## config.mk

```make
export PLATFORM = sky130hd
export DESIGN_NAME = rd_port_rr_arbiter_9
export DESIGN_NICKNAME = d
export VERILOG_FILES = /design/src/rtl/rd_port_rr_arbiter_9.sv
export SDC_FILE = /design/constraint.sdc
export NUM_CORES = 1
export LEC_CHECK = 0
export BUFFER_PORTS_ARGS = -buffer_cell sky130_fd_sc_hd__clkbuf_2
export CAP_MARGIN = 20
export CORE_ASPECT_RATIO = 1.75
export CORE_MARGIN = 2
export CORE_UTILIZATION = 56
export DETAILED_ROUTE_END_ITERATION = 7
export GPL_ROUTABILITY_DRIVEN = 0
export PLACE_DENSITY = 0.78
export SKIP_CTS_REPAIR_TIMING = 1
export SYNTH_ARGS = -nofsm -noshare
export SYNTH_HDL_FRONTEND = slang
export SYNTH_SLANG_ARGS = --single-unit
export TNS_END_PERCENT = 1
```

## constraint.sdc

```tcl
create_clock -name clk -period 7.26 [get_ports clk]
set_clock_uncertainty 0.2 [all_clocks]
set_input_delay 0.363 -clock clk [delete_from_list [all_inputs] [get_ports clk]]
set_output_delay 0.363 -clock clk [all_outputs]
set_load 0.03 [all_outputs]
```

## src/rtl/rd_port_rr_arbiter_9.sv

```systemverilog
// Round-robin arbiter feeding the 9-to-1 register-file read-address mux.
// Issues at most one registered grant per cycle and tracks it through the read latency.
module rd_port_rr_arbiter_9 #(
  parameter int WIDTH      = 6,
  parameter int RD_LATENCY = 1
) (
  input  logic                 clk,
  input  logic                 rst_n,
  input  logic [8:0]           req,
  input  logic [9*WIDTH-1:0]   req_addr,
  input  logic                 hold,
  output logic [8:0]           port_rd_en,
  output logic [9*WIDTH-1:0]   port_rd_addr,
  output logic [8:0]           rd_data_vld,
  output logic                 busy
);

  localparam int N = 9;

  logic [N-1:0]       port_rd_en_reg;
  logic [N-1:0]       port_rd_en_next;
  logic [N*WIDTH-1:0] port_rd_addr_reg;
  logic [N*WIDTH-1:0] port_rd_addr_next;
  logic [3:0]         ptr_reg;
  logic [3:0]         ptr_next;
  logic [N-1:0]       eligible;
  logic [3:0]         win_idx;
  logic               win_found;
  logic               grant;
  logic [N-1:0]       pipe_reg [RD_LATENCY];
  logic [N-1:0]       pipe_any;

  generate
    if (RD_LATENCY < 1 || RD_LATENCY > 4) begin : g_bad_latency
      $error("RD_LATENCY must be in 1..4");
    end
  endgenerate

  // The current winner is masked so a requester still holding req is not re-granted.
  assign eligible = req & ~port_rd_en_reg;

  always_comb begin
    logic [4:0] sum;
    logic [3:0] cand;
    sum       = '0;
    cand      = '0;
    win_idx   = '0;
    win_found = 1'b0;
    for (int k = 0; k < N; k++) begin
      sum  = {1'b0, ptr_reg} + 5'(k);
      cand = (sum >= 5'(N)) ? 4'(sum - 5'(N)) : sum[3:0];
      if (!win_found && eligible[cand]) begin
        win_found = 1'b1;
        win_idx   = cand;
      end
    end
  end

  assign grant = win_found && !hold;

  genvar gi;
  generate
    for (gi = 0; gi < N; gi++) begin : g_slot
      assign port_rd_en_next[gi] = grant && (win_idx == 4'(gi));
      assign port_rd_addr_next[gi*WIDTH +: WIDTH] =
        port_rd_en_next[gi] ? req_addr[gi*WIDTH +: WIDTH] : '0;
    end
  endgenerate

  always_comb begin
    ptr_next = ptr_reg;
    if (grant) begin
      ptr_next = (win_idx == 4'(N-1)) ? 4'd0 : win_idx + 4'd1;
    end
  end

  always_ff @(posedge clk or negedge rst_n) begin
    if (!rst_n) begin
      port_rd_en_reg   <= '0;
      port_rd_addr_reg <= '0;
      ptr_reg          <= '0;
    end else begin
      port_rd_en_reg   <= port_rd_en_next;
      port_rd_addr_reg <= port_rd_addr_next;
      ptr_reg          <= ptr_next;
    end
  end

  // Latency pipe: one 9-bit grant vector per cycle of register-file read latency.
  generate
    for (gi = 0; gi < RD_LATENCY; gi++) begin : g_pipe
      if (gi == 0) begin : g_head
        always_ff @(posedge clk or negedge rst_n) begin
          if (!rst_n) pipe_reg[gi] <= '0;
          else        pipe_reg[gi] <= port_rd_en_reg;
        end
      end else begin : g_tail
        always_ff @(posedge clk or negedge rst_n) begin
          if (!rst_n) pipe_reg[gi] <= '0;
          else        pipe_reg[gi] <= pipe_reg[gi-1];
        end
      end
    end
  endgenerate

  always_comb begin
    pipe_any = '0;
    for (int s = 0; s < RD_LATENCY; s++) begin
      pipe_any = pipe_any | pipe_reg[s];
    end
  end

  assign port_rd_en   = port_rd_en_reg;
  assign port_rd_addr = port_rd_addr_reg;
  assign rd_data_vld  = pipe_reg[RD_LATENCY-1];
  assign busy         = (|port_rd_en_reg) | (|pipe_any);

endmodule

```

==> results.json, run 1 <==
{
  "status": "finished with violations",
  "violations": "hold timing",
  "fp.dieH_um": 146,
  "n_fill_cell": 859,
  "critPathMaxFanout": 24,
  "setup_tns_ns": 0,
  "endpoint_kind": "flop",
  "clkLatencyLatePin_ns": 0.34,
  "cts_sinks": 76,
  "yosysWarnings": 0,
  "async_flop_share_pct": 100,
  "synth_commonest_cells": "dfrtp_1, nor2_1, nand2_1",
  "crit_path_max_incr_delay_ns": 0.64,
  "grt_pass1_vias": 6523,
  "fin_crit_sh_pct": 83.4,
  "fin_nets": 921,
  "cts_tree": "done",
  "antenna_found_initial": 0,
  "path_class": "reg -> reg",
  "synth.area.top_cells": "dfrtp_1, ha_1, mux2i_1, and2_1, nor2_1",
  "fin_util_pct": 67.0,
  "layout-drive-gt1-share_pct": 27.9,
  "start_util_pct": 57.8,
  "max_freq_ghz": 0.165,
  "netlist.area_leader.share_pct": 29.5,
  "via_per_inst": 6.77,
  "netlist-cell-type-count": 95,
  "wl_per_cell_um": 22.6,
  "die_x_um": 85.1,
  "yosys.cell_count.top_type": "dfrtp_1",
  "cts_buffers": 9,
  "min_period_ns": 6.06,
  "die_area_um2": 12400,
  "arrival_ns": 6.08,
  "tightestPinTransition_ns": 1.01,
  "largest_reg_flops": 54,
  "num_rows": 51,
  "drtIter0Drc": 824,
  "ys_seq_area_share_pct": 29.5,
  "wl_met1_um": 7070,
  "grt_usage_pct": 34.9,
  "io_buffers": 138,
  "syn_inst": 710,
  "synthFlopType": "dfrtp_1",
  "syn_area_um2": 6450,
  "setup_viol": 0,
  "netlist.top_cell.by_area": "dfrtp_1",
  "path_cells": "buf_4 -> inv_1 -> ha_1 -> nor2b_1 -> nor3_1 -> or4_1 -> a221oi_1 -> a221oi_2 -> and3b_1 -> o21ai_0 -> nand3_1 -> a211oi_1 -> inv_1 -> ha_1 -> nand2_1 -> a221oi_4 -> and2_1",
  "io_pins": 139,
  "max_cap_viol_count": 0,
  "ys_seq_elements": 76,
  "slowest_stage": "a221oi_1",
  "min_path_type": "in -> async",
  "maxUsedRoutingLayer": "met4",
  "fin_ws_ns": 1.20,
  "drv_slew": 0,
  "slew-limit-headroom_pct": 32.2,
  "antenna_left": 0,
  "grt_max_degree": 77,
  "area_delta_synth_final_pct": 16.0,
  "core_um2": 11200,
  "htreeDepth": 3,
  "hold_viol": 61,
  "clockBufferDepth": 2,
  "synth_edf_count": 0,
  "crit_family": "simple AND/OR/NAND/NOR gates",
  "wl_met3_um": 1800,
  "crit_buf_inv": 3,
  "drc_errors": 0,
  "cp.required_ns": 7.28,
  "start_kind": "flop",
  "met2_length_um": 11100,
  "holdWs_ns": -0.0441,
  "antenna_cells": 0,
  "vias": 6545,
  "drt-total-wl_um": 21900,
  "grt_overflow": 0,
  "dp_slack_ns": 1.36,
  "syn_area_per_cell_um2": 9.09,
  "path_clk_slew_ns": 0.06,
  "grt_pass1_wl_um": 34000,
  "clock-root-buffer": "clkbuf_16",
  "hpwl_um": 16400,
  "syn-num-nets": 801,
  "drtPass1Iterations": 6,
  "rsz0062_at_grt": "no"
}
worst reg2reg max path, cell delays in order, from the launching register on:
cell	delay (ns)
dfrtp_1	0.32
buf_4	0.27
inv_1	0.33
ha_1	0.49
nor2b_1	0.59
nor3_1	0.17
or4_1	0.50
a221oi_1	0.64
a221oi_2	0.20
and3b_1	0.27
o21ai_0	0.17
nand3_1	0.10
a211oi_1	0.57
inv_1	0.15
ha_1	0.27
nand2_1	0.38
a221oi_4	0.11
and2_1	0.22
per-layer routing:
metal,vias to the layer above,track usage [%]
met5,-,0
li1,2888,-
met3,140,5.39
met4,0,27.9
met2,477,59.9
met1,3040,37.0
cells in the final DEF, fill, tap and decap left out, drive strengths merged, types with 4 or more instances in the layout:
master	n
clkbuf	147
dfrtp	76
nor2	52
nand2	41
nor3	40
inv	39
a21oi	35
and2	33
o21ai	32
ha	25
mux2i	21
nor2b	19
nand3	19
nand2b	18
xnor2	16
a211oi	16
o211ai	12
and3	10
buf	10
or3	10
a21o	9
o31ai	9
a31oi	9
a221oi	9
o22ai	7
mux4	6
a22o	6
nor4	6
o32ai	5
and4	5
a2111oi	5
o21bai	4
a22oi	4
a211o	4
o2bb2ai	4
a21boi	4
cell type report:
cell class,instances,area [µm²],area share [%]
inverters,38,143,1.91
clock inverters,6,93.8,1.25
well taps,132,165,2.21
flip-flops and latches,76,1900,25.4
repair buffers,147,761,10.2
multi-input cells,558,4180,55.9
clock buffers,10,239,3.19
worst paths after layout:
check | startpoint | endpoint | slack, ns | cells past startpoint
max | ptr_reg[1] | port_rd_addr[21] | 1.20 | 17
min | rst_n | port_rd_addr[48] | -0.04 | 1
max reg2reg | ptr_reg[1] | port_rd_addr[21] | 1.20 | 17
min reg2reg | port_rd_en[5] | rd_data_vld[5] | 0.27 | 0
max in group asynchronous | rst_n | ptr_reg[0] | 6.24 | 1
min in group clk | req_addr[53] | port_rd_addr[53] | 0.02 | 3
kinds of logic after synthesis:
logic type	share of synthesized area (%)
AOI/OAI and AO/OA	27.3
xor gates and xnor gates	3.04
adders and majority gates	4.85
buffers and inverters	5.72
DFF	29.5
muxes	5.53
and+or+nand+nor	24.1
stage by stage:
| step | std cells | area, µm² |
|---|---|---|
| detailed placement | 951 | 7150 |
| CTS | 967 | 7490 |
| global route | 967 | 7490 |
| global placement | 951 | 7150 |
| finish | 967 | 7490 |
| floorplan | 710 | 6450 |
Power of run 1 is not shown: default switching activity piles up to over one toggle a cycle in this logic, so the estimate is an artifact.
==> run 2: changes to the inputs <==
Clock period 7.26 ns to 6 ns, I/O delays scaled along.
==> run 2 against run 1 <==
The flow still finishes with violations (hold timing). Routed wire length rose by 13%. Design area rose by 5.2%. Worst setup slack got worse by 0.81 ns. Register-to-register slack got worse by 0.81 ns. Non-clock buffer count rose by 44. Via count rose by 5.6%. Flip-flop and latch count did not move. Cell count rose by 4.7%. Die area did not move. Critical endpoint is now port_rd_addr[23].
==> results.json, run 2 (synthesized netlist as in run 1, its figures left out) <==
{
  "grt_usage_pct": 37.3,
  "drtIter0Drc": 847,
  "setup_viol": 0,
  "grt_max_degree": 77,
  "path_class": "reg -> reg",
  "reg2reg_to": "port_rd_addr[23]",
  "grt_overflow": 0,
  "grt_pass1_wl_um": 36100,
  "start_util_pct": 57.8,
  "num_rows": 51,
  "multiInputGateArea_um2": 4180,
  "slew-limit-headroom_pct": 29.5,
  "r2r_cells": 17,
  "grt_pass1_vias": 6757,
  "fp.dieH_um": 146,
  "cts_tree": "done",
  "clock-root-buffer": "clkbuf_16",
  "clockBufferDepth": 2,
  "violations": "hold timing",
  "r2r_start": "ptr_reg[2]",
  "cts_buffers": 9,
  "ff2ff_setup_slack_ns": 0.39,
  "vias": 6911,
  "fin_util_pct": 70.5,
  "start_kind": "flop",
  "tightestPinTransition_ns": 1.06,
  "path_clk_slew_ns": 0.06,
  "fin_ws_ns": 0.390,
  "dp_slack_ns": 0.628,
  "fin_nets": 965,
  "hold_viol": 81,
  "area_delta_synth_final_pct": 22.0,
  "cts_sinks": 76,
  "drv_slew": 0,
  "htreeDepth": 3,
  "holdWs_ns": -0.115,
  "min_period_ns": 5.61,
  "layout_commonest_cell": "clkbuf_2",
  "endpoint_kind": "flop",
  "rsz0062_at_grt": "no",
  "min_path_type": "in -> async",
  "die_area_um2": 12400,
  "io_buffers": 138,
  "largest_reg_flops": 54,
  "max_freq_ghz": 0.178,
  "die_x_um": 85.1,
  "drtPass1Iterations": 6,
  "critPathMaxFanout": 24,
  "layout-drive-gt1-share_pct": 27.4,
  "io_pins": 139,
  "status": "finished with violations",
  "final_cell_mix": "clkbuf_2, dfrtp_1, nor2_1",
  "setup_tns_ns": 0,
  "cp.required_ns": 6.07,
  "antenna_left": 0,
  "n_fill_cell": 823,
  "antenna_found_initial": 1,
  "max_cap_viol_count": 0,
  "core_um2": 11200,
  "arrival_ns": 5.68,
  "drc_errors": 0,
  "hpwl_um": 17100,
  "clkLatencyLatePin_ns": 0.33,
  "via_per_inst": 6.83,
  "ff_latch_area_um2": 1900,
  "fin_crit_sh_pct": 93.5,
  "wl_per_cell_um": 24.3,
  "drt-total-wl_um": 24600
}
==> run 2: cell count changes in the layout (fill, tap and decap cells not counted), sizes merged <==
cell         change
clkinv           +1
buf              +9
bufinv           -1
dlygate4sd3     +35
diode            +1
==> run 2: per-stage QoR <==
stage	hold WS [ns]	cell area, µm²	instances
floorplan	-0.196	6450	710
global placement	0.234	7210	959
detailed placement	0.237	7210	959
CTS	-0.0593	7510	975
global route	-0.00631	7870	1011
finish	-0.115	7880	1012
==> run 2: worst max-delay path: stages (launching register included) <==
cell and delay [ns]:
dfrtp_1 0.35, buf_4 0.34, ha_1 0.71, nor2b_1 0.57, nor3_1 0.16, o311ai_0 0.42
a221oi_1 0.24, a221oi_2 0.40, nand2_2 0.14, or3_1 0.45, nor2_2 0.20, a211oi_1 0.11
buf_4 0.17, inv_1 0.08, ha_1 0.20, nand2_1 0.18, a221oi_4 0.43, and2_1 0.20
==> run 2: how the worst max path moves through the flow <==
| stage | start | slack, ns | cells past startpoint | to |
|---|---|---|---|---|
| CTS | ptr_reg[2] | 0.59 | 17 | port_rd_addr[20] |
| finish | ptr_reg[2] | 0.39 | 17 | port_rd_addr[23] |
| floorplan | ptr_reg[2] | 0.87 | 19 | port_rd_addr[18] |
| global route | ptr_reg[2] | 0.08 | 16 | port_rd_addr[48] |
| global placement | ptr_reg[2] | 0.82 | 13 | port_rd_addr[7] |
| detailed placement | ptr_reg[2] | 0.63 | 16 | port_rd_addr[50] |
==> run 2: cell type report <==
class                           instances  share of cell area (%)
Tap cell                              132                    2.10
Inverter                               38                    1.81
Clock buffer                           10                    2.91
Sequential cell                        76                    24.2
Multi-Input combinational cell        558                    53.1
Antenna cell                            1                  0.0318
Timing Repair Buffer                  191                    15.0
Clock inverter                          6                   0.922
==> run 2: routing by layer <==
metal  share of wire [%]  wire (µm)  track usage, %  vias up
li1                    -          -               -     2984
met1                  32       7800            39.9     3194
met2                  51      12500            64.7      555
met3                 9.1       2250            8.28      176
met4                 8.2       2030            23.9        2
met5               0.061         15               0        -
Power of run 2 is left out for the same reason.
